**src/rtl/membrane_ctrl_if.sv**
```systemverilog
// Button/frame inputs and membrane/round outputs of the osmosis round sequencer.
// master drives buttons and frame strobe; slave is the membrane_ctrl block.
interface membrane_ctrl_if;
    logic       frame;
    logic       btnL;
    logic       btnR;
    logic       btnC;
    logic       btnU;
    logic       magenta_membrane;
    logic       red_membrane;
    logic       blue_membrane;
    logic       no_membrane;
    logic       membrane_on;
    logic       freeze;
    logic       round_over;
    logic [7:0] secs_left;

    modport master (
        output frame, btnL, btnR, btnC, btnU,
        input  magenta_membrane, red_membrane, blue_membrane, no_membrane,
        input  membrane_on, freeze, round_over, secs_left
    );

    modport slave (
        input  frame, btnL, btnR, btnC, btnU,
        output magenta_membrane, red_membrane, blue_membrane, no_membrane,
        output membrane_on, freeze, round_over, secs_left
    );
endinterface

```
**src/rtl/membrane_ctrl.sv**
```systemverilog
// Round/membrane sequencer: round FSM, per-round countdown and membrane-switch cooldown.
// Every output is a decode of registered state, so buttons never reach outputs combinationally.
module membrane_ctrl #(
    parameter int ROUND_SECS     = 60,
    parameter int FRAMES_PER_SEC = 60,
    parameter int SWITCH_FRAMES  = 30
) (
    input  logic             clk,
    input  logic             reset,
    membrane_ctrl_if.slave   io
);
    localparam int FC_W = $clog2(FRAMES_PER_SEC);
    localparam int CD_W = (SWITCH_FRAMES < 1) ? 1 : $clog2(SWITCH_FRAMES + 1);

    typedef enum logic [1:0] {S_IDLE, S_RUN, S_PAUSE, S_DONE} state_e;
    typedef enum logic [1:0] {M_NONE, M_MAGENTA, M_RED, M_BLUE} mode_e;

    localparam int B_L = 0;
    localparam int B_R = 1;
    localparam int B_C = 2;
    localparam int B_U = 3;

    state_e            state_q, state_d;
    mode_e             mode_q, mode_d;
    logic [7:0]        secs_q, secs_d;
    logic [FC_W-1:0]   frame_cnt_q, frame_cnt_d;
    logic [CD_W-1:0]   cooldown_q, cooldown_d;
    logic [3:0]        btn_q, btn_d;
    logic [3:0]        btn_edge;
    logic              expire;

    always_comb begin
        // NOTE: every next-state signal gets a hold default first so no branch can infer a latch.
        state_d     = state_q;
        mode_d      = mode_q;
        secs_d      = secs_q;
        frame_cnt_d = frame_cnt_q;
        cooldown_d  = cooldown_q;
        btn_d       = {io.btnU, io.btnC, io.btnR, io.btnL};
        btn_edge    = btn_d & ~btn_q;
        expire      = 1'b0;

        unique case (state_q)
            S_IDLE: begin
                if (btn_edge[B_C]) state_d = S_RUN;
            end
            S_RUN: begin
                if (io.frame) begin
                    if (frame_cnt_q == FC_W'(FRAMES_PER_SEC - 1)) begin
                        frame_cnt_d = '0;
                        if (secs_q != 8'd0) secs_d = secs_q - 8'd1;
                        expire = (secs_q == 8'd1);
                    end else begin
                        frame_cnt_d = frame_cnt_q + FC_W'(1);
                    end
                end
                // Simultaneous L and R cancel; an accepted change reloads instead of decrementing.
                if ((cooldown_q == '0) && (btn_edge[B_L] ^ btn_edge[B_R])) begin
                    mode_d     = btn_edge[B_R] ? mode_e'(mode_q + 2'd1) : mode_e'(mode_q - 2'd1);
                    cooldown_d = CD_W'(SWITCH_FRAMES);
                end else if (io.frame && (cooldown_q != '0)) begin
                    cooldown_d = cooldown_q - CD_W'(1);
                end
                if (expire)              state_d = S_DONE;
                else if (btn_edge[B_U])  state_d = S_PAUSE;
            end
            S_PAUSE: begin
                if (btn_edge[B_U]) state_d = S_RUN;
            end
            S_DONE: begin
                if (btn_edge[B_C]) begin
                    state_d     = S_IDLE;
                    mode_d      = M_NONE;
                    secs_d      = 8'(ROUND_SECS);
                    frame_cnt_d = '0;
                    cooldown_d  = '0;
                end
            end
            default: state_d = S_IDLE;
        endcase
    end

    always_ff @(posedge clk) begin
        // NOTE: sequential state uses non-blocking assignments so all registers update together.
        if (reset) begin
            state_q     <= S_IDLE;
            mode_q      <= M_NONE;
            secs_q      <= 8'(ROUND_SECS);
            frame_cnt_q <= '0;
            cooldown_q  <= '0;
            btn_q       <= btn_d;
        end else begin
            state_q     <= state_d;
            mode_q      <= mode_d;
            secs_q      <= secs_d;
            frame_cnt_q <= frame_cnt_d;
            cooldown_q  <= cooldown_d;
            btn_q       <= btn_d;
        end
    end

    assign io.magenta_membrane = (mode_q == M_MAGENTA);
    assign io.red_membrane     = (mode_q == M_RED);
    assign io.blue_membrane    = (mode_q == M_BLUE);
    assign io.no_membrane      = (mode_q == M_NONE);
    assign io.membrane_on      = (mode_q != M_NONE);
    assign io.freeze           = (state_q != S_RUN);
    assign io.round_over       = (state_q == S_DONE);
    assign io.secs_left        = secs_q;
endmodule

```
**src/flat_wrapper.sv**
```systemverilog
// flat-port wrapper written by rule: the top's interface ports become plain ports
module membrane_ctrl_flat 
#(
    parameter int ROUND_SECS     = 60,
    parameter int FRAMES_PER_SEC = 60,
    parameter int SWITCH_FRAMES  = 30
)
  (clk, reset, io_frame, io_btnL, io_btnR, io_btnC, io_btnU, io_magenta_membrane, io_red_membrane, io_blue_membrane, io_no_membrane, io_membrane_on, io_freeze, io_round_over, io_secs_left);
  membrane_ctrl_if io_i ();
  input  logic clk;
  input  logic reset;
  input wire logic [$bits(io_i.frame)-1:0] io_frame;
  input wire logic [$bits(io_i.btnL)-1:0] io_btnL;
  input wire logic [$bits(io_i.btnR)-1:0] io_btnR;
  input wire logic [$bits(io_i.btnC)-1:0] io_btnC;
  input wire logic [$bits(io_i.btnU)-1:0] io_btnU;
  output wire logic [$bits(io_i.magenta_membrane)-1:0] io_magenta_membrane;
  output wire logic [$bits(io_i.red_membrane)-1:0] io_red_membrane;
  output wire logic [$bits(io_i.blue_membrane)-1:0] io_blue_membrane;
  output wire logic [$bits(io_i.no_membrane)-1:0] io_no_membrane;
  output wire logic [$bits(io_i.membrane_on)-1:0] io_membrane_on;
  output wire logic [$bits(io_i.freeze)-1:0] io_freeze;
  output wire logic [$bits(io_i.round_over)-1:0] io_round_over;
  output wire logic [$bits(io_i.secs_left)-1:0] io_secs_left;
  assign io_i.frame = io_frame;
  assign io_i.btnL = io_btnL;
  assign io_i.btnR = io_btnR;
  assign io_i.btnC = io_btnC;
  assign io_i.btnU = io_btnU;
  assign io_magenta_membrane = io_i.magenta_membrane;
  assign io_red_membrane = io_i.red_membrane;
  assign io_blue_membrane = io_i.blue_membrane;
  assign io_no_membrane = io_i.no_membrane;
  assign io_membrane_on = io_i.membrane_on;
  assign io_freeze = io_i.freeze;
  assign io_round_over = io_i.round_over;
  assign io_secs_left = io_i.secs_left;
  membrane_ctrl #(.ROUND_SECS(ROUND_SECS), .FRAMES_PER_SEC(FRAMES_PER_SEC), .SWITCH_FRAMES(SWITCH_FRAMES)) u_core (.clk(clk), .reset(reset), .io(io_i));
endmodule
```
**config.mk**
```make
export PLATFORM = sky130hd
export DESIGN_NAME = membrane_ctrl_flat
export DESIGN_NICKNAME = d
export VERILOG_FILES = /design/src/rtl/membrane_ctrl_if.sv /design/src/rtl/membrane_ctrl.sv /design/src/flat_wrapper.sv
export SDC_FILE = /design/constraint.sdc
export NUM_CORES = 1
export LEC_CHECK = 0
export BUFFER_PORTS_ARGS = -buffer_cell sky130_fd_sc_hd__buf_2
export CORE_UTILIZATION = 50
export DETAILED_ROUTE_END_ITERATION = 10
export PLACE_DENSITY_LB_ADDON = 0.05
export SLEW_MARGIN = 0
export SYNTH_ARGS = -nofsm -noshare
export SYNTH_HDL_FRONTEND = slang
export SYNTH_SLANG_ARGS = --single-unit
```
**constraint.sdc**
```tcl
create_clock -name clk -period 1.9 [get_ports clk]
set_clock_uncertainty 0.2 [all_clocks]
set_input_delay 0.285 -clock clk [delete_from_list [all_inputs] [get_ports clk]]
set_output_delay 0.285 -clock clk [all_outputs]
set_load 0.03 [all_outputs]
```
==> results.md, run 1 <==
* Ys async rst share at 0%
* Post-Place Cell Area at about 1700 um2
* Min-Delay Path Class: in -> reg
* H-tree Lvls at 1
* First-pass GRT wire length at 5830 um
* Crit path time final at 1960 ps
* TritonCTS clock tree: built
* Crit Reg-Reg Startpoint: u_core.cooldown_q[0]
* IO Port Bufs at 21
* Cells after synthesis at about 170
* Worst Tran Pin Value at 532 ps
* Failing checks: DRC, setup timing
* Starting Density at a little over half
* Routed len/inst at about 15 um
* Outcome: complete, but fails checks
* Final core occ at 69.3%
* CTS root buf: clkbuf_4
* Setup TNS at -62.4 ps
* Final setup viols at 1
* Avg Vias per Cell at around 5.6
* Commonest cells in the synthesized netlist: 27 x dfxtp_1, 13 x a21oi_1, 13 x nand2_1
* Die width at 56.7 um
* Kind of end point of the critical path: flop
* Post-Place Cells at between 200 and 250
* Via count at around 1.4k
* 1st-pass router iterations at 7
* Iter 0 DRT Violations at 45
* Total CTS buffers at 3
* Core area at about 2800 um2
* Post-synthesis cell type count at 46
* Yosys top cell by area: dfxtp_1
* Max_cap viols at 0
* HPWL Detailed at around 2600 um
* Register Area at around 560 um2
* Hold_ws at 111 ps
* Multi-input logic area at slightly below 1000 um2
* Layout cell share with drive strength beyond 1 at 35.6%
* Non-filler cells, final at 247
* Clock Pin Slew Worst Setup and Hold Paths at roughly 140 ps
* Detail Route Antenna Nets at 0
* Synth Cell Area at approximately 1500 um2
* RSZ-0062 raised after global routing: true
* Sequential cell area fraction in the yosys report at 36.2%
* Final slew viol count at 0
* Area growth from synthesis to layout at 30.0%
* Leakage power at 0.795 nW
* Final Cell Area at between 1500 and 2000 um2
* Syn_area_per_cell at ~8.6 um2
* DIE HEIGHT at 56.7 um
* Final #Nets at around 230
* Crit-path max FO at 4
* Hold path start: reset
* Required time worst endpoint at just under 2000 ps
* Synthesized net count at ~190
* Class of the most critical setup path: reg -> reg
* Remaining DRCs at 2
* Worst path arrival time at roughly 2000 ps
* Fmax at about 500 MHz
* Initial antenna violation count at 0
* Pwr Density at about 600 nW/um2
* Fin. Hold Viols at 0
* Worst Setup SP: u_core.cooldown_q[0]
* Clk Latency, worst-skew pair at approximately 320 ps
* Fillers at 255
* GRT Overall Usage at a little under a quarter
* Number of global-route vias before repair at approximately 1.3k
* Synth top area share at 36.2%
* VDD IR max at between 300 and 400 uV
* Setup WS post-layout at -62.4 ps
* Pin count of the biggest net entering global routing at 17
* FF+latch count, synth at 27
* Clock sinks at 27
* Deepest clock path buffer count at 2
* Final period util at 103%
* Detailed Route WL at between 3000 and 4000 um
* Main synth FF type: dfxtp_1
* Row cnt at 19
* Ys Warns at 0
* Most common cell in the netlist: dfxtp_1
* Largest cells by area after synthesis: dfxtp_1 36%, ha_1 7.5%, a21oi_1 4.4%
* Die ar. at about 3200 um2
* EDFF count, synth at 0
* # IOs at 22
* Gpl congestion at ~0.84
* Slew headroom at 64.3%
* Total grt overflow at 0
* ANT cells at 0
* Worst Setup Start Kind: flop
## sequential cells by signal, indices dropped and copies added, names as in the netlist
signal,count
u_core.btn_q,4
u_core.cooldown_q,5
u_core.frame_cnt_q,6
u_core.io.secs_left,8
u_core.mode_q,2
u_core.state_q,2
## layer usage
layer	part of all wire, %	global-route usage [%]	up-vias
met1	45	26.6	658
met5	0	0	-
li1	-	-	705
met2	50	42.3	24
met3	2.4	3.00	8
met4	2.2	8.57	0
## area by class of cell
type	instances	share of cell area, %
clock buffer	4	1.35
tap	31	1.99
inverter	10	1.93
timing repair buffer	45	15.5
multi-input combinational	130	50.5
sequential	27	28.7
## final timing paths
check / end / slack (ps) / depth (start not counted)
setup / recovery: u_core.cooldown_q[2] / -60 / 7
hold / removal: u_core.frame_cnt_q[0] / 110 / 2
setup reg to reg: u_core.cooldown_q[2] / -60 / 7
hold reg to reg: u_core.io.secs_left[1] / 310 / 2
## cells by family (layout without fill, tap and decap cells)
group           Yosys count  in the layout  share of synthesized area (%)
xor+xnor                  6              6                           3.51
mux                       3              3                           2.09
simple gates             74             74                           29.5
compound gates           38             38                           16.0
flops                    27             27                           36.2
buf+inv                  16             59                           5.27
fa+ha+maj                 9              9                           7.53
## cells in the final DEF (no fill, tap or decap), types with 6 or more instances in the layout
cell type / netlist / routed
dfxtp_1: 27 / 19
nor2_1: 12 / 12
buf_2: 0 / 22
ha_1: 9 / 7
buf_4: 1 / 17
nor3_1: 7 / 6
a21oi_1: 13 / 12
o21ai_0: 8 / 7
inv_1: 10 / 7
nand2_1: 13 / 12
## per-stage QoR
| stage | total power, W | setup slack, ps |
|---|---|---|
| final | 0.00116 | -62.4 |
| after floorplan | 0.000816 | -54.5 |
| after global placement | 0.000875 | -44.2 |
| after detailed placement | 0.000886 | -139 |
| after CTS | 0.00116 | -79.0 |
| after global routing | 0.00122 | -139 |
## timing repair
item / 4_1_cts / 5_1_grt
pin swaps: 3 / 7
endpoints found under the setup margin: 4 / 14
resized for setup: 5 / 23
hold buffers: 4 / 0
setup buffers: 1 / 1
endpoints found under the hold margin: 4 / 0
cloned: 0 / 1
## critical path: stages, from the launching register on
cell      delay (ps)
dfxtp_2          350
inv_2             60
ha_4             130
or4b_4           500
o211ai_1         180
o31ai_4          110
mux2_2           280
nor2_1            90
## report_power, final
group | internal, W | switching [W]
combinational | 0.000137 | 0.000164
sequential | 0.000589 | 0.0000261
clock | 0.0000821 | 0.000166
total | 0.000808 | 0.000355
No activity file was read; power rests on OpenSTA's default activity.
==> run 2, diff against run 1 <==
--- a/config.mk
+++ b/config.mk
@@ -6,7 +6,9 @@
 export NUM_CORES = 1
 export LEC_CHECK = 0
 export BUFFER_PORTS_ARGS = -buffer_cell sky130_fd_sc_hd__buf_2
-export CORE_UTILIZATION = 50
+export CELL_PAD_IN_SITES_DETAIL_PLACEMENT = 0
+export CELL_PAD_IN_SITES_GLOBAL_PLACEMENT = 1
+export CORE_UTILIZATION = 38
 export DETAILED_ROUTE_END_ITERATION = 10
 export PLACE_DENSITY_LB_ADDON = 0.05
 export SLEW_MARGIN = 0
==> results.md, run 2 (same netlist as run 1, synthesis figures left out) <==
* Leakage power at 0.859 nW
* Worst Setup SP: u_core.cooldown_q[1]
* # IOs at 22
* Failing checks: setup timing
* Crit path largest cell delay at between 500 and 600 ps
* Initial antenna violation count at 0
* Post-Place Cells at approximately 260
* Family with the most delay on the worst path: simple AND/OR/NAND/NOR gates
* Core area at about 3700 um2
* Worst Setup Start Kind: flop
* CP cell instances: inv_2, ha_4, or4b_4, o211ai_1, o31ai_2, mux2_4, nor2_2
* Outcome: complete, but fails checks
* Crit path time final at 1950 ps
* RSZ-0062 raised after global routing: true
* Iter 0 DRT Violations at 95
* ANT cells at 0
* Crit Reg-Reg Startpoint: u_core.cooldown_q[1]
* Die width at around 65 um
* HPWL Detailed at 2690 um
* Max reg flops at 8
* Clock sinks at 27
* Layout cell share with drive strength beyond 1 at 40.6%
* Die ar. at around 4200 um2
* GRT Overall Usage at between 15 and 20%
* Commonest non-fill, non-tap cell in the layout: buf_4
* Starting Density at about two fifths
* Total CTS buffers at 3
* VDD IR max at roughly 420 uV
* Detailed Route WL at just under 4000 um
* IO Port Bufs at 21
* Final slew viol count at 0
* Max_cap viols at 0
* Final core occ at 56.3%
* Pwr Total at between 0.001 and 0.0015 W
* Worst Tran Pin Value at 563 ps
* Avg Vias per Cell at 5.30
* Area growth from synthesis to layout at 39.9%
* Row cnt at 22
* Final Cell Area at ~2100 um2
* Gpl congestion at between 0.8 and 0.9
* Worst Path Buf+Inv at 1
* Remaining DRCs at 0
* Detail Route Antenna Nets at 0
* Kind of end point of the critical path: flop
* Min-Delay Path Class: in -> reg
* First-pass GRT wire length at approximately 6300 um
* Slew headroom at slightly above 60%
* Required time worst endpoint at around 1900 ps
* Clk Latency, worst-skew pair at about 270 ps
* Pin count of the biggest net entering global routing at 17
* Clock Pin Slew Worst Setup and Hold Paths at ~90 ps
* Pwr Density at 615 nW/um2
* DIE HEIGHT at roughly 65 um
* TritonCTS clock tree: built
* Commonest non-fill, non-tap cells in the layout: 31 x buf_4, 21 x buf_2, 20 x dfxtp_1
* Worst path arrival time at a little under 2000 ps
* Routed len/inst at about 14 um
* Deepest clock path buffer count at 2
* Crit-path max FO at 4
* Fin. Hold Viols at 0
* Final #Nets at 246
* Critical-path top delay cell: or4b_4
* Fmax at ~500 MHz
* Non-filler cells, final at around 280
* 1st-pass router iterations at 4
* Class of the most critical setup path: reg -> reg
* H-tree Lvls at 1
* Total grt overflow at 0
* Via count at roughly 1.5k
* Setup WS post-layout at -45.6 ps
* CTS root buf: clkbuf_8
* Hold path start: reset
* Fillers at roughly 350
* Final period util at 102%
* Final setup viols at 4
* Post-Place Cell Area at ~1800 um2
* Number of global-route vias before repair at around 1.4k
run 2: per-layer routing:
layer,track usage [%],routed length (um)
met1,23.1,1700
met2,35.4,2050
met4,4.17,23
met3,4.58,137
met5,0,0
run 2: layout make-up:
class	count	area, um2	area share [%]
clock buffer	4	45.0	2.15
multi-input combinational	130	992	47.4
tap	48	60.1	2.87
timing repair buffer	58	400	19.1
inverter	10	37.5	1.79
sequential	27	557	26.6
run 2: metrics by stage:
stage	setup slack, ps	setup TNS [ps]	hold WS [ps]
after floorplan	-54.5	-135	113
after global placement	-52.2	-52.2	197
after detailed placement	-105	-119	201
after CTS	-53.6	-80.0	168
after global routing	-101	-729	185
final	-45.6	-97.3	180
run 2: what timing repair did:
| action | in CTS | in global routing |
|---|---|---|
| endpoints found under the setup margin | 6 | 10 |
| resized for setup | 13 | 18 |
| setup buffers | 3 | 8 |
| pin swaps | 5 | 10 |
| endpoints found under the hold margin | 4 | 0 |
| hold buffers | 4 | 0 |
run 2: path summary, 6_finish.rpt:
kind | to | slack [ps] | depth (start not counted)
setup reg to reg | u_core.cooldown_q[2] | -50 | 7
setup / recovery | u_core.cooldown_q[2] | -50 | 7
hold / removal | u_core.frame_cnt_q[0] | 180 | 2
hold reg to reg | u_core.io.secs_left[6] | 310 | 2
run 2: report_power, final:
group	internal, W	switching, W	total [W]
Sequential	0.000589	0.0000266	0.000615
Combinational	0.000165	0.000178	0.000343
Clock	0.000150	0.000179	0.000330
Total	0.000904	0.000383	0.00129
